`config.mk`:
```
export PLATFORM = sky130hd
export DESIGN_NAME = unit_clause_picker
export DESIGN_NICKNAME = d
export VERILOG_FILES = /design/src/rtl/sat_pkg.sv /design/src/rtl/lsb_priority_enc.sv /design/src/rtl/unit_clause_picker.sv
export SDC_FILE = /design/constraint.sdc
export NUM_CORES = 1
export LEC_CHECK = 0
export BUFFER_PORTS_ARGS = -buffer_cell sky130_fd_sc_hd__clkbuf_2
export CAP_MARGIN = 20
export CORE_UTILIZATION = 35
export CTS_BUF_LIST = sky130_fd_sc_hd__clkbuf_4
export DETAILED_ROUTE_END_ITERATION = 12
export GPL_TIMING_DRIVEN = 1
export PLACE_DENSITY = 0.63
export REMOVE_ABC_BUFFERS = 1
export SYNTH_ARGS = -nofsm -noshare
export SYNTH_HDL_FRONTEND = slang
export SYNTH_HIERARCHICAL = 1
export SYNTH_SLANG_ARGS = --single-unit
```
`constraint.sdc`:
```
create_clock -name clk -period 1.49 [get_ports clk]
set_input_delay 0.149 -clock clk [delete_from_list [all_inputs] [get_ports clk]]
set_output_delay 0.149 -clock clk [all_outputs]
set_load 0.03 [all_outputs]
```
`src/rtl/sat_pkg.sv`:
```
// Shared types and sizing for the unit-clause register and its picker.
package sat_pkg;
  localparam int W = 8;

  // Keeps the index at least one bit wide when there is a single variable.
  function automatic int vw_of(input int w);
    return (w <= 1) ? 1 : $clog2(w);
  endfunction

  localparam int VW = vw_of(W);

  typedef enum logic [2:0] {
    IDLE  = 3'd0,
    SCAN  = 3'd1,
    OFFER = 3'd2,
    CLEAR = 3'd3,
    DONE  = 3'd4
  } picker_state_t;
endpackage

```
`src/rtl/lsb_priority_enc.sv`:
```
// Find-first-set: index of the lowest set bit of req, plus an any-set flag.
module lsb_priority_enc #(
  parameter int W  = 8,
  parameter int VW = $clog2(W)
) (
  input  logic [W-1:0]  req,
  output logic [VW-1:0] idx,
  output logic          any
);
  // Walk from the top down so the lowest set bit is the one that sticks.
  always_comb begin
    idx = '0;
    any = 1'b0;
    for (int i = W - 1; i >= 0; i--) begin
      if (req[i]) begin
        idx = VW'(i);
        any = 1'b1;
      end
    end
  end
endmodule

```
`src/rtl/unit_clause_picker.sv`:
```
// Drains the unit-clause mask lowest index first: offers each unit variable with
// its forced value, clears it in the register, and pulses done once the mask is empty.
//   state | meaning
//   IDLE  | waiting for start
//   SCAN  | pick lowest pending variable, or finish if mask empty
//   OFFER | out_valid high, waiting for out_ready
//   CLEAR | one-cycle rw_en strobe to clear the accepted variable
//   DONE  | one-cycle done pulse
module unit_clause_picker
  import sat_pkg::*;
#(
  parameter int W  = sat_pkg::W,
  parameter int VW = vw_of(W)
) (
  input  logic          clk,
  input  logic          rst_n,
  input  logic          start,
  input  logic          abort,
  input  logic [W-1:0]  unit_clause,
  input  logic [W-1:0]  unit_pol,
  output logic          rw_en,
  output logic [VW-1:0] delete_var,
  output logic          out_valid,
  output logic [VW-1:0] out_var,
  output logic          out_val,
  input  logic          out_ready,
  output logic          busy,
  output logic          done,
  output logic [VW:0]   prop_cnt
);
  picker_state_t state_q, state_d;
  logic [VW-1:0] var_q;
  logic          val_q;
  logic [VW:0]   prop_cnt_q;
  logic [VW-1:0] enc_idx;
  logic          enc_any;

  lsb_priority_enc #(.W(W), .VW(VW)) u_enc (
    .req (unit_clause),
    .idx (enc_idx),
    .any (enc_any)
  );

  always_comb begin
    state_d = state_q;
    case (state_q)
      IDLE:    if (start) state_d = SCAN;
      SCAN:    state_d = enc_any ? OFFER : DONE;
      OFFER:   if (out_ready) state_d = CLEAR;
      CLEAR:   state_d = SCAN;
      DONE:    state_d = IDLE;
      default: state_d = IDLE;
    endcase
    if (abort) state_d = IDLE;
  end

  always_ff @(posedge clk or negedge rst_n) begin
    if (!rst_n) begin
      state_q    <= IDLE;
      var_q      <= '0;
      val_q      <= 1'b0;
      prop_cnt_q <= '0;
    end else begin
      state_q <= state_d;
      if (state_q == SCAN && enc_any && !abort) begin
        var_q <= enc_idx;
        val_q <= unit_pol[enc_idx];
      end
      if (state_q == IDLE && start && !abort) begin
        prop_cnt_q <= '0;
      end else if (state_q == OFFER && out_ready && !abort && prop_cnt_q != '1) begin
        prop_cnt_q <= prop_cnt_q + 1'b1;
      end
    end
  end

  // An abort landing in CLEAR suppresses the strobe so the pending bit survives.
  assign rw_en      = (state_q == CLEAR) && !abort;
  assign delete_var = var_q;
  assign out_valid  = (state_q == OFFER);
  assign out_var    = var_q;
  assign out_val    = val_q;
  assign busy       = (state_q != IDLE);
  assign done       = (state_q == DONE);
  assign prop_cnt   = prop_cnt_q;
endmodule

```
======== Word-level counts from Yosys, hierarchy flattened ========
Cells that the tools add are included.
cells by class
  $add $sub $neg .......................... 1
  order comparisons ....................... 1
  eq/ne operators ......................... 7
  mux-type cells .......................... 25
  reductions and logical operators ........ 13
operator list
  kind                   count
  $mux W3                12
  $pmux W3 S4            1
  $mux W1                9
  $logic_and A1 B1 Y1    8
  $mux W4                2
  $eq A3 B2 Y1 const B   2
  $add A4 B1 Y4 const B  1
  $lt A3 B4 Y1 const B   1
  $ne A4 B4 Y1 const B   1
  $bmux W1 S3            1
  $eq A3 B1 Y1 const B   1
  $eq A3 B3 Y1 const B   1
  $logic_not A3 Y1       1
  $ne A3 B2 Y1 const B   1
  $ne A3 B3 Y1 const B   1
  $reduce_bool A3 Y1     1
  $reduce_and A2 Y1      1
  $reduce_bool A2 Y1     1
  $logic_not A1 Y1       1
storage, ports and cells
  register bits after elaboration ......... 11
  input bits .............................. 21
  output and inout port bits .............. 15
  word-level logic and storage cells ...... 51

======== Logic depth before layout (Yosys ltp) ========
  depth in word-level cells ............... 11
  gate-level depth with buffers ........... 7
  mapped depth without buffers ............ 6

======== Modules after synthesis ========
The synthesis kept the hierarchy.
modules (own cells, without submodules)
  module              times used  cells an instance  area an instance (µm²)  seq. area each (µm²)
  unit_clause_picker  1           57                 633.1                   275.3
  lsb_priority_enc    1           13                 80.1                    0.0

======== Least setup slack after synthesis ========
OpenSTA, ideal clock, no wires.
  path type ............................... register to register
  start point ............................. register prop_cnt_q[0], in the netlist prop_cnt[0]
  end point ............................... register prop_cnt_q[3], in the netlist prop_cnt[3]
  library setup time ...................... 77 ps
  arrival ................................. 1454 ps
  data required time ...................... 1413 ps
  path slack .............................. -42 ps
  stages on the path, launching flop included .. 6
  path buffers ............................ 0
  clock period less this slack ............ 1532 ps
  cells stage by stage .................... dfrtp_1 > ha_1 > nand3_1 > nand4_4 > or3_1 > a21oi_1
on the way
  longest elaborated chain between the ends .. 3
  elaborated cells on any way between the ends .. 6
  classes of those cells .................. 1 x add/sub; 1 x eq/ne; 2 x mux; 2 x reduce/logical
RTL lines
  what                                                   RTL line                                            text
  start, declared                                        unit_clause_picker.sv:34                            logic [VW:0] prop_cnt_q;
  start signal, assigned                                 unit_clause_picker.sv:72                            prop_cnt_q <= prop_cnt_q + 1'b1;
  $add A4 B1 Y4 / $ne A4 B4 Y1 (equally long branches)   unit_clause_picker.sv:72, unit_clause_picker.sv:71
  $mux W4 / $logic_and A1 B1 Y1 (equally long branches)  unit_clause_picker.sv:71                            end else if (state_q == OFFER && out_ready && !abort && prop_cnt_q != '1) begin
  $mux W4 / $reduce_bool A2 Y1 (equally long branches)   --
Several ways; a longest one is shown, not always the timed one. The select of a mux whose other input is x is not followed.
A chain may end at the register's enable or synchronous reset.

======== Worst setup path in the final report ========
  start point ............................. register state_q[1]
  end point ............................... register var_q[1], in the netlist delete_var[1]
on the way
  longest elaborated chain between the ends .. 3
RTL lines
  what                              RTL line                  text
  start, declared                   unit_clause_picker.sv:31  picker_state_t state_q, state_d;
  start signal, assigned            unit_clause_picker.sv:64  state_q <= state_d;
  $eq A3 B1 Y1                      unit_clause_picker.sv:65  if (state_q == SCAN && enc_any && !abort) begin
  $logic_and A1 B1 Y1 (2 in a row)  unit_clause_picker.sv:65
  end signal, assigned              unit_clause_picker.sv:66  var_q <= enc_idx;
  end, declared                     unit_clause_picker.sv:32  logic [VW-1:0] var_q;
No other way between the ends.

==> impl_metrics.toml <==
[status]
status = "finished, final reports clean"

[clocking]
cts_max_level = 1
cts_tree = "done"
cts_buffer_depth = 2
clkTransAtPathRegs_ps = 70
cts.sinks = 11
numCtsBuffers = 3
clk_latency_ps = 260
cts_root_buf = "clkbuf_4"

[timing]
tightest_slew_ps = 377.7
finalClockSkew_ps = 5.659
max_freq_mhz = 690.3
final_max_slew_viol_count = 0
min_period_ps = 1449
fin_crit_sh_pct = 97.23
finalSetupViolCount = 0
rsz0062_at_grt = "yes"
hold_viol_final = 0
slew_headroom_pct = 74.68

[die]
core_mm2 = 0.001821
dieArea_mm2 = 0.002222
num_rows = 15
ios = 36
initial_core_util_pct = 39.18
die_width_um = 47.14
fp.dieH_um = 47.14

[drt]
final_antenna_net_count = 0
drcViolationCount = 0
first_iter_violations = 10
vias = 685
vias_per_cell = 4.928
firstDrtPassIters = 4
post_drt_wl_per_cell_um = 10.47
totalWireLength_um = 1455

[logic_synthesis]
yosys_warnings = 6
yosys.cell_count.top_type = "dfrtp_1"
synthTopCellsByCount = "dfrtp_1, mux2i_1, nor2_1"
ys_seq_area_share_pct = 38.60
yosys-top-cells-area = "dfrtp_1, mux2i_1, mux2_2"
yosysTopAreaCellShare_pct = 38.60
syn_avg_cell_area_um2 = 10.19
synth_cell_type_count = 31
synth_area_um2 = 713.2
ys.flop_type = "dfrtp_1"
synth_edf_count = 0
ys_seq_elements = 11
synth_top_cell_by_area = "dfrtp_1"
syn_inst = 70
async_flop_share_pct = 100.0

[global_routing]
grt_pass1_vias = 601
grt_max_degree = 12
antenna_found_initial = 0
track_usage_pct = 16.43
grt_pass1_wl_um = 2553
grt_overflow = 0

[power]
cellLeakagePower_uw = 0.0005124
totalPowerFinal_uw = 951.6
power_density_mw_per_mm2 = 942.4
max-vdd-ir-drop_uv = 883.2

[worst_hold_path]
hold_class = "input pin to flip-flop"
whs_endpoint = "state_q[0]"
hold_start = "start"
holdPathStages = 3

[worst_setup_path]
critical_path_buf_inv_count = 0
ff2ff_setup_slack_ps = 40
cp.required_ps = 1640
critPathLaunchType = "flip-flop"
crit_chain = "nand3b_1 > nor3_2 > mux2_2"
crit_arrival_ps = 1590
worstSetupEndpointType = "flip-flop"
reg2reg_to = "delete_var[1]"
cp_top_family = "simple AND/OR/NAND/NOR gates"
slowest_stage = "dfrtp_2"
slowest_delay_ps = 440
reg2reg_depth = 3
worstReg2RegStart = "state_q[1]"
critPathKind = "flip-flop to flip-flop"
worst-path-max-fanout = 8

[placed_design]
numPortBuffers = 35
dpl.hpwl_um = 1195
placed_area_um2 = 949.7
gp_congestion = 0.7056

[finish]
finalInstanceArea_mm2 = 0.001010
final_layout_size_suffix_gt1_share_pct = 52.63
nNetsFinal = 137
fillers = 176
antenna_cells = 0
syn_to_final_growth_pct = 41.58

[flow_run]
maxCapViolations = 0
through the flow:
stage	hold WS [ps]	util [%]	setup slack (ps)	setup TNS (ps)	instances
finish	157.4	55.46	41.32	0	139
global route	153.8	55.46	-19.84	-71.08	139
CTS	150.5	54.64	14.16	0	138
detailed placement	38.22	52.16	-94.08	-94.08	134
global placement	38.09	52.16	-73.34	-73.34	134
floorplan	-146.6	-	-228.3	-269.9	66
sequential cells by signal (all words and copies together) (netlist names):
signal	count
delete_var	3
state_q	3
prop_cnt	4
out_val	1
cells in the final DEF, fill, tap and decap left out, types with 2 or more instances in the layout:
cell	count
dfrtp_1	8
or3_1	2
nor2b_1	2
nand2_1	3
buf_4	9
clkbuf_2	32
clkbuf_4	4
a21oi_1	2
mux2i_1	6
nor3_1	3
a211oi_1	2
dfrtp_2	3
nor2_1	6
mux2_2	3
o21ai_0	3
inv_1	3
a21boi_0	2
layout make-up:
type                    instances  area [µm²]  share of cell area (%)
well taps                      25       31.28                   3.098
inverters                       3       11.26                   1.115
flip-flops and latches         11       279.0                   27.63
multi-input cells              52       401.6                   39.78
clock buffers                   4       30.03                   2.974
repair buffers                 44       256.5                   25.40
worst max path at each step:
stage	from	to	depth (start not counted)
2_1_floorplan	unit_clause[5]	out_val	6
3_3_place_gp	unit_clause[5]	out_val	8
3_5_place_dp	unit_clause[4]	out_val	8
4_1_cts	state_q[2]	rw_en	4
5_1_grt	state_q[1]	delete_var[0]	3
6_report	state_q[1]	delete_var[1]	3
tightest hold or removal path: stages:
cell      delay (ps)
clkbuf_2          80
nand2_1           70
a21boi_0          90
cells by family (layout without fill, tap and decap cells):
kind of cell | after synthesis | after routing | share of synthesized area, %
AOI/OAI and AO/OA | 11 | 11 | 9.999
muxes | 10 | 10 | 16.32
xor gates and xnor gates | 1 | 1 | 1.228
adders and majority gates | 1 | 1 | 1.754
DFF | 11 | 11 | 38.60
buffers and inverters | 7 | 51 | 5.790
and+or+nand+nor | 29 | 29 | 26.32
report_power, final:
part | switching (µW) | leakage (µW) | internal, µW
Clock | 89.6 | 0.0000184 | 122
Combinational | 224 | 0.000352 | 144
Sequential | 32.0 | 0.000142 | 341
what timing repair did:
item,CTS,global route
gates resized for setup,4,5
hold buffers,1,0
setup buffers,0,1
endpoints found under the hold margin,11,0
pin swaps,1,1
setup endpoints to repair,2,8
metal layers:
metal  track usage, %  share of wire, %
met2            26.11                48
met3            6.923               5.7
met5                0                 0
met1            21.79                46
met4            1.714              0.41
Note: power is estimated with default switching activity, not from simulation.
